===== src/rtl/sha_block_feeder.sv =====
// sha_block_feeder: byte-stream front end for SHA-256 message expansion.
// Packs bytes big-endian into a 16-word block, applies SHA-256 padding
// (0x80 marker, zero fill, 64-bit bit length) and streams each block to
// the expander as 16 indexed words. It then waits for the expander's
// done pulse before starting the next block.
module sha_block_feeder #(
  parameter int DATA_WIDTH = 32,
  parameter int LEN_WIDTH  = 61
) (
  input  logic                  clk,
  input  logic                  rst_n,
  input  logic [7:0]            byte_in,
  input  logic                  byte_valid_in,
  input  logic                  byte_last_in,
  output logic                  byte_ready_out,
  input  logic                  me_done_in,
  output logic                  start_out,
  output logic [4:0]            tx_count_out,
  output logic [DATA_WIDTH-1:0] data_out,
  output logic                  block_last_out,
  output logic                  msg_done_out,
  output logic                  busy_out
);

  typedef enum logic [2:0] {
    S_FILL = 3'd0,
    S_PAD  = 3'd1,
    S_LEN  = 3'd2,
    S_SEND = 3'd3,
    S_WAIT = 3'd4
  } state_t;

  state_t                  state;
  state_t                  state_next;
  logic [DATA_WIDTH-1:0]   blk_buf [16];
  logic [5:0]              byte_ptr;
  logic [LEN_WIDTH-1:0]    byte_count;
  logic                    final_r;
  logic                    mark_pending_r;
  logic                    len_owed_r;     // marker sent, length goes in an extra block
  logic [3:0]              tx_idx;
  logic [63:0]             bitlen;
  logic                    byte_fire;
  logic                    done_ok;

  assign bitlen    = 64'(byte_count) << 3;
  assign byte_fire = (state == S_FILL) && byte_valid_in;
  // The last word of a burst is still on the outputs during the first
  // S_WAIT cycle; a done pulse is only honoured once the burst has ended.
  assign done_ok   = (state == S_WAIT) && me_done_in && !start_out;

  assign byte_ready_out = (state == S_FILL);
  assign busy_out       = !((state == S_FILL) && (byte_ptr == 6'd0) && (byte_count == '0));

  // State register.
  always_ff @(posedge clk or negedge rst_n) begin
    if (!rst_n) begin
      state <= S_FILL;
    end else begin
      state <= state_next;
    end
  end

  // Next-state selection.
  always_comb begin
    state_next = state;
    case (state)
      S_FILL: begin
        if (byte_fire) begin
          if (byte_last_in) begin
            state_next = (byte_ptr == 6'd63) ? S_SEND : S_PAD;
          end else if (byte_ptr == 6'd63) begin
            state_next = S_SEND;
          end
        end
      end
      S_PAD:  state_next = (byte_ptr <= 6'd55) ? S_LEN : S_SEND;
      S_LEN:  state_next = S_SEND;
      S_SEND: begin
        if (tx_idx == 4'd15) begin
          state_next = S_WAIT;
        end
      end
      S_WAIT: begin
        if (done_ok) begin
          if (mark_pending_r) begin
            state_next = S_PAD;
          end else if (len_owed_r) begin
            state_next = S_LEN;
          end else begin
            state_next = S_FILL;
          end
        end
      end
      default: state_next = S_FILL;
    endcase
  end

  // Block buffer, counters, flags and registered expander outputs.
  always_ff @(posedge clk or negedge rst_n) begin
    if (!rst_n) begin
      for (int i = 0; i < 16; i++) begin
        blk_buf[i] <= '0;
      end
      byte_ptr       <= '0;
      byte_count     <= '0;
      final_r        <= 1'b0;
      mark_pending_r <= 1'b0;
      len_owed_r     <= 1'b0;
      tx_idx         <= '0;
      start_out      <= 1'b0;
      tx_count_out   <= '0;
      data_out       <= '0;
      block_last_out <= 1'b0;
      msg_done_out   <= 1'b0;
    end else begin
      start_out      <= 1'b0;
      tx_count_out   <= '0;
      data_out       <= '0;
      block_last_out <= 1'b0;
      msg_done_out   <= 1'b0;
      case (state)
        S_FILL: begin
          if (byte_fire) begin
            blk_buf[byte_ptr[5:2]][{~byte_ptr[1:0], 3'b000} +: 8] <= byte_in;
            byte_ptr   <= byte_ptr + 6'd1;
            byte_count <= byte_count + LEN_WIDTH'(1);
            if (byte_last_in && (byte_ptr == 6'd63)) begin
              mark_pending_r <= 1'b1;
            end
            if (byte_last_in || (byte_ptr == 6'd63)) begin
              final_r <= 1'b0;
            end
          end
        end
        S_PAD: begin
          blk_buf[byte_ptr[5:2]][{~byte_ptr[1:0], 3'b000} +: 8] <= 8'h80;
          if (byte_ptr > 6'd55) begin
            final_r    <= 1'b0;
            len_owed_r <= 1'b1;
          end
        end
        S_LEN: begin
          blk_buf[14] <= bitlen[63:32];
          blk_buf[15] <= bitlen[31:0];
          final_r     <= 1'b1;
          len_owed_r  <= 1'b0;
        end
        S_SEND: begin
          start_out      <= 1'b1;
          tx_count_out   <= {1'b0, tx_idx};
          data_out       <= blk_buf[tx_idx];
          block_last_out <= final_r;
          tx_idx         <= tx_idx + 4'd1;
        end
        S_WAIT: begin
          if (done_ok) begin
            // Clearing here provides the zero fill for the next block.
            for (int i = 0; i < 16; i++) begin
              blk_buf[i] <= '0;
            end
            byte_ptr <= '0;
            tx_idx   <= '0;
            if (mark_pending_r) begin
              mark_pending_r <= 1'b0;
            end else if (!len_owed_r && final_r) begin
              msg_done_out <= 1'b1;
              byte_count   <= '0;
              final_r      <= 1'b0;
            end
          end
        end
        default: ;
      endcase
    end
  end

endmodule


===== config.mk =====
export PLATFORM = sky130hd
export DESIGN_NAME = sha_block_feeder
export DESIGN_NICKNAME = d
export VERILOG_FILES = /design/src/rtl/sha_block_feeder.sv
export SDC_FILE = /design/constraint.sdc
export NUM_CORES = 1
export LEC_CHECK = 0
export ABC_CLOCK_PERIOD_IN_PS = 3450
export BUFFER_PORTS_ARGS = -buffer_cell sky130_fd_sc_hd__buf_2
export CELL_PAD_IN_SITES_DETAIL_PLACEMENT = 0
export CELL_PAD_IN_SITES_GLOBAL_PLACEMENT = 2
export CORE_AREA = 3 3 221 386
export DETAILED_ROUTE_END_ITERATION = 6
export DIE_AREA = 0 0 224 389
export PLACE_DENSITY_LB_ADDON = 0.1
export REMOVE_ABC_BUFFERS = 1
export SLEW_MARGIN = 20
export SYNTH_ARGS = -nofsm -noshare
export SYNTH_HDL_FRONTEND = slang
export SYNTH_SLANG_ARGS = --single-unit
export TNS_END_PERCENT = 50

===== constraint.sdc =====
create_clock -name clk -period 3.45 [get_ports clk]
set_clock_uncertainty 0.2 [all_clocks]
set_input_delay 0.345 -clock clk [delete_from_list [all_inputs] [get_ports clk]]
set_output_delay 0.345 -clock clk [all_outputs]
set_load 0.02 [all_outputs]

==> results.md, run 1 <==
* Outcome: completed
* Pre-antenna DRT Iters at 5
* CP Launch Type: flop
* Mux cell area share after synthesis at 0.1196
* DRT antenna net count at 0
* Post-Synthesis Cells at approximately 2,700
* Setup TNS Final at 0 ps
* Worst Path Required at a little under 3000 ps
* Number of global-route vias before repair at between 20,000 and 30,000
* Crit path max fanout at 8
* Critical path cell sequence: nor4_1, nand4_1, nor4_1, nand2_1, buf_2
* Synth Area in Compound Gates at 0.1950
* Tot GR Track Use at 0.2645
* Crit path DAT at roughly 2800 ps
* Synth Area in Simple Gates at 0.1252
* Worst setup EP type: primary output
* Largest net degree at the start of global routing at 80
* Final setup fails at 0
* I/O Buffers at 53
* Share of layout cells above drive strength 1 at 0.1806
* Post-Synth XOR/XNOR Area at 0.003170
* First-pass GRT wire length at about 170,000 um
* CP dominant cell by count: nor4_1
* RSZ-0062 raised after global routing: false
* H-tree level count at 3
* DRC Markers at 0
* Most frequent cells in the layout: dfrtp_1, o21ai_0, nand2_1, a22o_1, mux4_2
* Starting Density at 0.3694
* Cell area power density at between 700 and 800 nW/um^2
* Post-Layout Inst Area at roughly 35,000 um^2
* Wire length per cell at roughly 30 um
* Detailed Route WL at 114,500 um
* Period minus WS final at ~3300 ps
* Diodes inserted at 0
* Area taken by multi-input logic gates at around 14,000 um^2
* Post-synth top flop: dfrtp_1
* Adder-Cell Fraction of Synth Area at 0.003211
* Root buffer cell: clkbuf_16
* Initial antenna violation count at 0
* R2R Setup Slk at 270 ps
* Post-synth ARST share at 1.000
* Fmax at between 300 and 400 MHz
* Detail Placement HPWL at between 80,000 and 90,000 um
* Layout Nets at between 2,000 and 3,000
* Static Leak at ~15 nW
* Yosys cell types at a little over 70
* Max-cap violations at 0
* Setup Fix Bufs, Post-CTS at 0
* Worst Setup Path Type: flop to primary output
* CP Buf/Inv Count at 1
* Synth-to-layout area growth at 14.83%
* Floorplan Core Area at between 80,000 and 90,000 um^2
* Slew Limit Fails at 0
* Die area at 87,140 um^2
* Site row count at approximately 140
* Crit path max-delay family: simple AND/OR/NAND/NOR gates
* Mapped Area at 30,390 um^2
* Bufs on Longest Clock Path at 3
* Worst slew pin tran at 1042 ps
* Final Cycle Share at 0.9660
* IO Pins at 55
* FILL cells at around 8,000
* Via count at approximately 24,000
* Via-to-Cell Ratio at approximately 6.2
* GPL Wtd Cong at roughly 0.9
* Crit-path max cell delay at 750 ps
* VDD IR-drop max at about 390 uV
* Largest family of logic cells by synthesized area: compound AO/OA/AOI/OAI gates
* Grt total ovfl at 0
* Syn avg cell area at ~11 um^2
* Worst skew pair latency at 640 ps
* Die width at 224 um
* TritonCTS Buffers at 67
* Die Height at 389 um
* HP Class: input port to flop
* Storage cell area at between 15,000 and 20,000 um^2
* Slowest-stage cell, CP: nor4_1
* Most common cell after layout, fill and taps aside: dfrtp_1
* Placed cell area at around 33,000 um^2
* CTS Sinks at approximately 630
* Slew margin rel. at 0.3029
* Final Hold Vio Count at 0
* YS warnings at 0
* Post-synth EDFFs at 0
* CTS tree: yes
* #FFs+latches synth at between 600 and 700
* Clk slew on worst S/H paths at 70 ps
* Number of DRC markers in iteration 0 at roughly 1,900
* Sequential area share after synthesis at 0.5171
cell usage after synthesis, types with 5 or more instances:
library cell	instances	area, um^2
inv_1	41	153.9
and3_1	22	137.6
o21ai_0	321	1607
nor2_1	108	405.4
o31ai_1	28	210.2
and4_1	6	52.55
mux4_2	160	3603
nor4b_1	5	43.79
a22oi_1	23	172.7
a21oi_1	116	580.6
buf_2	43	215.2
a32oi_1	50	437.9
nand2_1	297	1115
o21ai_1	36	180.2
nor3_1	14	70.07
or3_1	6	37.54
a2bb2oi_1	5	43.79
nand3_1	120	600.6
clkbuf_1	154	578.1
a22o_1	203	1778
nand3b_1	5	37.54
a32o_1	18	180.2
nor4_1	27	168.9
dfrtp_1	628	15720
o22ai_1	23	143.9
nand2b_1	7	43.79
buf_1	23	86.33
and2_1	55	344.1
xor2_1	7	61.31
o31a_1	7	61.31
nand4_1	36	225.2
or4_1	25	187.7
o22a_1	10	87.58
nor2b_1	5	31.28
ha_1	7	87.58
a31oi_1	14	87.58
a21o_1	20	150.1
worst reg2reg max path: stages, from the launching register on:
cell     delay, ps
dfrtp_1        580
inv_1          120
ha_1           430
nand2_1         80
nor2_1         220
buf_4          230
nand3_1        130
nor2_1         820
a22o_1         290
area by class of cell:
cell class | instances | area share
Inverter | 41 | 0.004410
Tap cell | 1057 | 0.03790
Clock buffer | 98 | 0.05755
Multi-Input combinational cell | 1846 | 0.3915
Clock inverter | 21 | 0.005916
Sequential cell | 628 | 0.4506
Timing Repair Buffer | 217 | 0.05213
metal layers:
metal | wire [um] | up-vias | global-route usage | part of all wire
li1 | - | 10530 | - | -
met1 | 44870 | 12580 | 0.3231 | 0.39
met2 | 59720 | 768 | 0.4684 | 0.52
met3 | 4627 | 240 | 0.03135 | 0.040
met4 | 5317 | 0 | 0.1173 | 0.046
met5 | 0 | - | 0 | 0
final timing paths:
kind | start | to | depth (start not counted)
setup / recovery | byte_count[46] | busy_out | 5
hold / removal | byte_in[6] | flop | 3
min in group asynchronous | rst_n | asynchronous set/reset pin | 2
hold reg to reg | flop | flop | 2
max in group asynchronous | rst_n | asynchronous set/reset pin | 3
setup reg to reg | byte_ptr[0] | flop | 8
where the power goes:
part	internal (W)	leakage [nW]	total, W	switching [W]
registers	0.00820	8.67	0.00916	0.000962
clock network	0.00428	1.08	0.00747	0.00320
logic	0.00301	4.97	0.00822	0.00521
cell families after synthesis:
family / Yosys count
DFF: 628
and+or+nand+nor: 765
muxes: 163
AOI/OAI and AO/OA: 898
other: 1
xor gates and xnor gates: 11
adders and majority gates: 8
buffers and inverters: 271
through the flow:
stage	setup WS, ps	std cells	hold slack, ps	util	power [W]
final	117.4	3908	56.12	0.4242	0.02486
after floorplan	-3151	2515	-150.6	-	0.01360
after global routing	65.74	3908	51.09	0.4242	0.02599
after detailed placement	333.7	3784	235.4	0.3966	0.01753
after CTS	74.32	3908	22.33	0.4241	0.02508
after global placement	400.1	3784	232.7	0.3965	0.01744
timing repair:
item	4_1_cts	5_1_grt
hold endpoints to repair	73	0
gates resized for setup	0	1
endpoints found under the setup margin	0	1
hold buffers	5	0
Power figures use the tool's default switching activity.
==> inputs of run 2 (changes only) <==
--- a/config.mk
+++ b/config.mk
@@ -5,7 +5,7 @@
 export SDC_FILE = /design/constraint.sdc
 export NUM_CORES = 1
 export LEC_CHECK = 0
-export ABC_CLOCK_PERIOD_IN_PS = 3450
+export ABC_CLOCK_PERIOD_IN_PS = 3050
 export BUFFER_PORTS_ARGS = -buffer_cell sky130_fd_sc_hd__buf_2
 export CELL_PAD_IN_SITES_DETAIL_PLACEMENT = 0
 export CELL_PAD_IN_SITES_GLOBAL_PLACEMENT = 2
==> constraint.sdc (replaced) <==
create_clock -name clk -period 3.05 [get_ports clk]
set_clock_uncertainty 0.2 [all_clocks]
set_input_delay 0.305 -clock clk [delete_from_list [all_inputs] [get_ports clk]]
set_output_delay 0.305 -clock clk [all_outputs]
set_load 0.02 [all_outputs]
==> run 2 against run 1 <==
Effect of this change: core utilization increased by 0.56 points; die area unchanged; global-route usage increased by 0.78 points; combinational power increased by 18%; register-to-register slack got worse by 100 ps; clock power increased by 18%; routed wire length increased by 2.9%.
==> results.md, run 2 (synthesis results as in run 1) <==
* Share of layout cells above drive strength 1 at 0.1945 (+0.01389)
* Via count at 24,400 (+1.1%)
* Site row count at 139 (unchanged)
* Detail Placement HPWL at 85,000 um (+3.3%)
* Most common cell after layout, fill and taps aside: dfrtp_1
* Final setup fails at 0 (unchanged)
* Fmax at 338.4 MHz
* Detailed Route WL at 117,900 um (+2.9%)
* CTS Sinks at 628 (unchanged)
* FILL cells at 7,757 (-1.1%)
* Non-filler cells, final at 3,947 (+1.0%)
* Grt total ovfl at 0 (unchanged)
* Die area at 87,140 um^2 (unchanged)
* TritonCTS Buffers at 67 (unchanged)
* Crit path DAT at 2450 ps (-340 ps)
* GPL Wtd Cong at 0.9297 (+1.1%)
* Largest net degree at the start of global routing at 83 (+3.8%)
* Die width at 224 um (unchanged)
* Bufs on Longest Clock Path at 3 (unchanged)
* Setup Fix Bufs, Post-CTS at 0 (unchanged)
* Outcome: completed
* Max-cap violations at 0 (unchanged)
* First-pass GRT wire length at 176,200 um (+2.3%)
* Worst skew pair latency at 660 ps (+20 ps)
* H-tree level count at 3 (unchanged)
* CP Launch Type: flop
* Slew margin rel. at 0.2290 (-0.07395)
* Final Cycle Share at 0.9688
* DRT antenna net count at 0 (unchanged)
* Hold Path Sink: byte_count[30]
* Root buffer cell: clkbuf_16
* Clk slew on worst S/H paths at 60 ps (about the same)
* IO Pins at 55 (unchanged)
* Period minus WS final at 2955 ps
* Die Height at 389 um (unchanged)
* R2R Setup Slk at 170 ps (-100 ps)
* VDD IR-drop max at 487.4 uV (+24%)
* Pre-antenna DRT Iters at 6 (+1)
* Most frequent cells in the layout: dfrtp_1, o21ai_0, nand2_1, a22o_1, buf_4
* Final Hold Vio Count at 0 (unchanged)
* Initial antenna violation count at 3 (+3)
* Number of global-route vias before repair at 25,410 (+0.34%)
* Tot GR Track Use at 0.2722 (+0.007755)
* Worst Setup Path Type: flop to primary output
* Worst slew pin tran at 1149 ps (+107.1 ps)
* Floorplan Core Area at 82,260 um^2 (unchanged)
* Synth-to-layout area growth at 16.35%
* Worst r2r src: state[1]
* Worst setup EP type: primary output
* HP Class: input port to flop
* Static Leak at 14.95 nW (+1.6%)
* Via-to-Cell Ratio at 6.181 (+0.14%)
* Final Util at 0.4298 (+0.005612)
* Hold slack at 47.79 ps (-8.335 ps)
* Crit path max fanout at 13 (+5)
* Hold path cells at 4 (+1)
* Cell area power density at 810.4 nW/um^2 (+14%)
* Slew Limit Fails at 0 (unchanged)
* Hold Crit Start: byte_valid_in
* RSZ-0062 raised after global routing: false
* Layout Nets at 2,859 (+1.3%)
* CTS tree: yes
* DRC Markers at 0 (unchanged)
* Worst Reg2Reg Path Length in Cells at 6 (-2)
* Worst Path Required at 2540 ps (-360 ps)
* Setup TNS Final at 0 ps (unchanged)
* I/O Buffers at 53 (unchanged)
* Wire length per cell at 29.86 um (+1.9%)
* Starting Density at 0.3694 (unchanged)
* Number of DRC markers in iteration 0 at 1,906 (+0.37%)
* Dpl cells at 3,816 (+0.85%)
[run 2: cell count changes in the layout (fill, tap and decap cells not counted), sizes merged, moves of 2 or more]
cell and change:
clkinvlp -2, clkbuf -4, clkinv +2, buf +32
bufinv +3, dlygate4sd3 +6
[run 2: critical path: stages (launching register included)]
cell	delay, ps
dfrtp_1	560
buf_4	290
nor2_2	240
and3_2	400
nand2_1	140
buf_2	180
[run 2: where the power goes]
group | switching, W | internal [W]
Clock | 0.00372 | 0.00507
Combinational | 0.00615 | 0.00357
Sequential | 0.000877 | 0.00928
[run 2: layer usage]
metal / track usage / vias to the layer above / share of wire
li1: - / 10600 / -
met5: 0 / - / 0.00029
met1: 0.3181 / 12780 / 0.37
met3: 0.03859 / 241 / 0.045
met2: 0.4959 / 771 / 0.53
met4: 0.1168 / 4 / 0.048
[run 2: per-stage QoR]
stage,power (W),setup WS [ps],instance area (um^2)
after floorplan,0.01529,-3551,29430
after global placement,0.01984,131.8,32860
after detailed placement,0.02000,59.28,32860
after CTS,0.02885,5.431,35350
after global routing,0.02992,0.5826,35360
final,0.02865,95.25,35360
[run 2: layout make-up]
cell class	instances	area (um^2)	share of cell area
Sequential cell	628	15730	0.4448
Multi-Input combinational cell	1846	13730	0.3882
Inverter	41	153.9	0.004352
Clock inverter	25	326.6	0.009236
Antenna cell	1	2.502	0.00007077
Tap cell	1057	1323	0.03740
Timing Repair Buffer	255	2120	0.05994
Clock buffer	94	1981	0.05602
[run 2: worst max path at each step]
| stage | cells after the start | to | startpoint |
|---|---|---|---|
| 2_1_floorplan | 5 | flop | state[2] |
| 3_3_place_gp | 7 | flop | state[2] |
| 3_5_place_dp | 7 | flop | state[2] |
| 4_1_cts | 7 | flop | state[2] |
| 5_1_grt | 6 | busy_out | byte_count[11] |
| 6_report | 5 | busy_out | byte_ptr[5] |
[run 2: what timing repair did]
| item | in CTS | in global routing |
|---|---|---|
| gates cloned | 0 | 0 |
| endpoints found under the setup margin | 1 | 60 |
| hold buffers | 11 | 0 |
| gates resized for setup | 11 | 4 |
| endpoints found under the hold margin | 137 | 0 |
==> inputs of run 3 (changes only) <==
--- a/config.mk
+++ b/config.mk
@@ -5,13 +5,14 @@
 export SDC_FILE = /design/constraint.sdc
 export NUM_CORES = 1
 export LEC_CHECK = 0
+export ABC_AREA = 1
 export ABC_CLOCK_PERIOD_IN_PS = 3050
 export BUFFER_PORTS_ARGS = -buffer_cell sky130_fd_sc_hd__buf_2
 export CELL_PAD_IN_SITES_DETAIL_PLACEMENT = 0
 export CELL_PAD_IN_SITES_GLOBAL_PLACEMENT = 2
-export CORE_AREA = 3 3 221 386
+export CORE_AREA = 3 3 254 443
 export DETAILED_ROUTE_END_ITERATION = 6
-export DIE_AREA = 0 0 224 389
+export DIE_AREA = 0 0 257 446
 export PLACE_DENSITY_LB_ADDON = 0.1
 export REMOVE_ABC_BUFFERS = 1
 export SLEW_MARGIN = 20
==> run 3 against run 2 <==
Effect of this change: via count is 53% higher; cell count is 67% higher; sequential power is 9% higher; critical endpoint unchanged; synthesized cell count is 87% higher; setup slack better by 23 ps; non-clock buffer count is 34 higher; global-route usage is 0.72 points higher; die area is 32% higher; largest power group is now combinational cells; register-to-register slack hardly changed.
==> results.md, run 3 <==
* Outcome: completed
* Post-synth top area share at 0.4237 (-0.09342)
* Die Height at 446 um (+15%)
* Worst setup margin at 118.7 ps (+23.47 ps)
* VDD IR-drop max at 616.0 uV (+26%)
* Site row count at 160 (+15%)
* CP Buf/Inv Count at 2 (unchanged)
* Most common cell in the synthesized netlist: o21ai_0
* Worst Path Required at 2540 ps (about the same)
* Post-Synthesis Cells at 5,133 (+87%)
* Starting Density at 0.3399 (-0.02947)
* #FFs+latches synth at 628 (unchanged)
* Via-to-Cell Ratio at 5.663 (-8.4%)
* Slew margin rel. at 0.3419 (+0.1129)
* Number of DRC markers in iteration 0 at 2,825 (+48%)
* Synth cell count leaders: o21ai_0, a21oi_1, nand2_1, dfrtp_1, nor2_1
* Largest family of logic cells by synthesized area: compound AO/OA/AOI/OAI gates
* Crit-path max cell delay at 450 ps (-110 ps)
* Number of global-route vias before repair at 36,720 (+44%)
* DRT antenna net count at 0 (unchanged)
* Area leader, netlist: dfrtp_1
* Tot GR Track Use at 0.2795 (+0.007240)
* R2R Setup Slk at 180 ps (about the same)
* Crit path max fanout at 7 (-6)
* Worst r2r src: state[2]
* Detailed Route WL at 163,200 um (+38%)
* Die area at 114,600 um^2 (+32%)
* I/O Buffers at 53 (unchanged)
* Final setup fails at 0 (unchanged)
* Wire length per cell at 24.72 um (-17%)
* Largest net degree at the start of global routing at 140 (+69%)
* CTS tree: yes
* Floorplan Core Area at 109,100 um^2 (+33%)
* Grt total ovfl at 0 (unchanged)
* Bufs on Longest Clock Path at 3 (unchanged)
* Initial antenna violation count at 3 (unchanged)
* Mapped Area at 37,090 um^2 (+22%)
* Synth Area in Simple Gates at 0.2075 (+0.08229)
* GPL Wtd Cong at 0.8727 (-6.1%)
* Final Cycle Share at 0.9611 (-0.007694)
* CP Launch Type: flop
* CTS Sinks at 628 (unchanged)
* Sequential area share after synthesis at 0.4237 (-0.09342)
* TritonCTS Buffers at 71 (+6.0%)
* Worst Setup Path Type: flop to primary output
* Max-cap violations at 0 (unchanged)
* Period minus WS final at 2931 ps (-23.47 ps)
* First-pass GRT wire length at 244,600 um (+39%)
* Most common cell after layout, fill and taps aside: o21ai_0
* DRC Markers at 0 (unchanged)
* Die width at 257 um (+15%)
* Slew Limit Fails at 0 (unchanged)
* Non-filler cells, final at 6,599 (+67%)
* Yosys cell types at 43 (-39%)
* Synth Area in Compound Gates at 0.2854 (+0.09040)
* Post-synth EDFFs at 0 (unchanged)
* RSZ-0062 raised after global routing: false
* Crit path max-delay family: simple AND/OR/NAND/NOR gates
* Root buffer cell: clkbuf_16
* Fmax at 341.1 MHz (+0.80%)
* Cell area power density at 1003 nW/um^2 (+24%)
* Post-synth top flop: dfrtp_1
* Dpl ws at 62.74 ps (+3.456 ps)
* Dpl cells at 6,465 (+69%)
* Share of layout cells above drive strength 1 at 0.09786 (-0.09667)
* Layout Nets at 5,104 (+79%)
* Adder-Cell Fraction of Synth Area at 0.002361 (-0.0008500)
* WL met3 at 6433 um (+20%)
* H-tree level count at 3 (unchanged)
* Worst skew pair latency at 680 ps (+20 ps)
* Detail Placement HPWL at 109,300 um (+29%)
* Final Util at 0.3857 (-0.04409)
* Slowest-stage cell, CP: dfrtp_1
* Max Used Layer: met4
* Crit path DAT at 2430 ps (-20 ps)
* Final Hold Vio Count at 0 (unchanged)
* Pre-antenna DRT Iters at 6 (unchanged)
* Syn avg cell area at 7.226 um^2 (-35%)
* Worst setup EP type: primary output
* Total length of routed met2 wires at 84,140 um (+34%)
* Most frequent cells in the layout: o21ai_0, a21oi_1, nand2_1, dfrtp_1, nor2_1
* Worst Reg2Reg Path Length in Cells at 10 (+4)
* Synth area leaders: dfrtp_1, o21ai_0, a21oi_1
* Post-synth ARST share at 1.000 (unchanged)
* Post-Synth XOR/XNOR Area at 0.0002361 (-0.002934)
* Critical path cell sequence: nor2_2, nand2_1, nor2_4, inv_1, nor4_4, nand3_1, buf_2
* Met1 wire length at 63,880 um (+45%)
* IO Pins at 55 (unchanged)
* Mux cell area share after synthesis at 0.004048 (-0.1155)
* Worst slew pin tran at 985.7 ps (-163.1 ps)
* Clk slew on worst S/H paths at 60 ps (about the same)
* Via count at 37,370 (+53%)
* Static Leak at 18.30 nW (+22%)
* YS warnings at 0 (unchanged)
* HP Class: input port to asynchronous set/reset pin
* Synth-to-layout area growth at 13.47%
run 3: cell types whose count changed in the layout (fill, tap and decap cells not counted), moves of 160 or more:
cell,before,now
nand2_1,296,765
o21ai_0,321,812
nand3_1,120,377
a21oi_1,113,775
a22o_1,203,0
inv_1,41,261
nor2_1,104,541
mux4_2,160,0
run 3: how the worst max path moves through the flow:
stage / to / cells past startpoint / from / slack [ps]
CTS: flop / 8 / state[0] / 20
global placement: flop / 8 / state[0] / 60
floorplan: data_out[15] / 6 / tx_idx[0] / -7270
global route: busy_out / 7 / byte_ptr[3] / 10
finish: busy_out / 7 / byte_ptr[3] / 120
detailed placement: flop / 8 / state[0] / 60
run 3: cells by family after synthesis:
logic type,count (synthesis)
AOI/OAI and AO/OA,1944
other,1
and+or+nand+nor,1831
xor gates and xnor gates,1
muxes,15
DFF,628
adders and majority gates,7
buffers and inverters,706
run 3: cell type report:
type                            count  area (um^2)
Antenna cell                        1        2.502
Clock buffer                      113         2188
Clock inverter                     16        130.1
Fill cell                       11700        67020
Inverter                          295         1125
Multi-Input combinational cell   3799        18630
Sequential cell                   628        15730
Tap cell                         1458         1824
Timing Repair Buffer              289         2461
run 3: report_power, final:
group | switching, W | internal (W) | total, W
sequential | 0.00107 | 0.0101 | 0.0111
combinational | 0.0164 | 0.00573 | 0.0221
clock | 0.00393 | 0.00502 | 0.00895
run 3: stage by stage:
stage | hold WS [ps] | instance area [um^2] | power [W] | setup TNS, ps
final | 69.59 | 42090 | 0.04223 | 0
after global routing | 56.44 | 42090 | 0.04477 | 0
after CTS | 31.19 | 42040 | 0.04248 | 0
after detailed placement | -53.09 | 39660 | 0.03333 | 0
after global placement | -49.08 | 39660 | 0.03335 | 0
after floorplan | -190.6 | 35360 | 0.02241 | -1823570
run 3: tightest hold or removal path, cell delays in order:
cell and delay (ps):
dlygate4sd3_1 560, buf_8 190, buf_4 180
run 3: layer usage:
layer / track usage / up-vias
met5: 0 / -
met4: 0.1444 / 0
met3: 0.02711 / 299
met2: 0.5061 / 1055
met1: 0.3261 / 18410
li1: - / 17600
run 3: what timing repair did:
| action | 4_1_cts | 5_1_grt |
|---|---|---|
| gates cloned | 0 | 0 |
| buffers inserted | 0 | 0 |
| endpoints found under the hold margin | 567 | 0 |
| hold buffers | 4 | 0 |
| resized for setup | 7 | 8 |
| setup endpoints to repair | 1 | 56 |
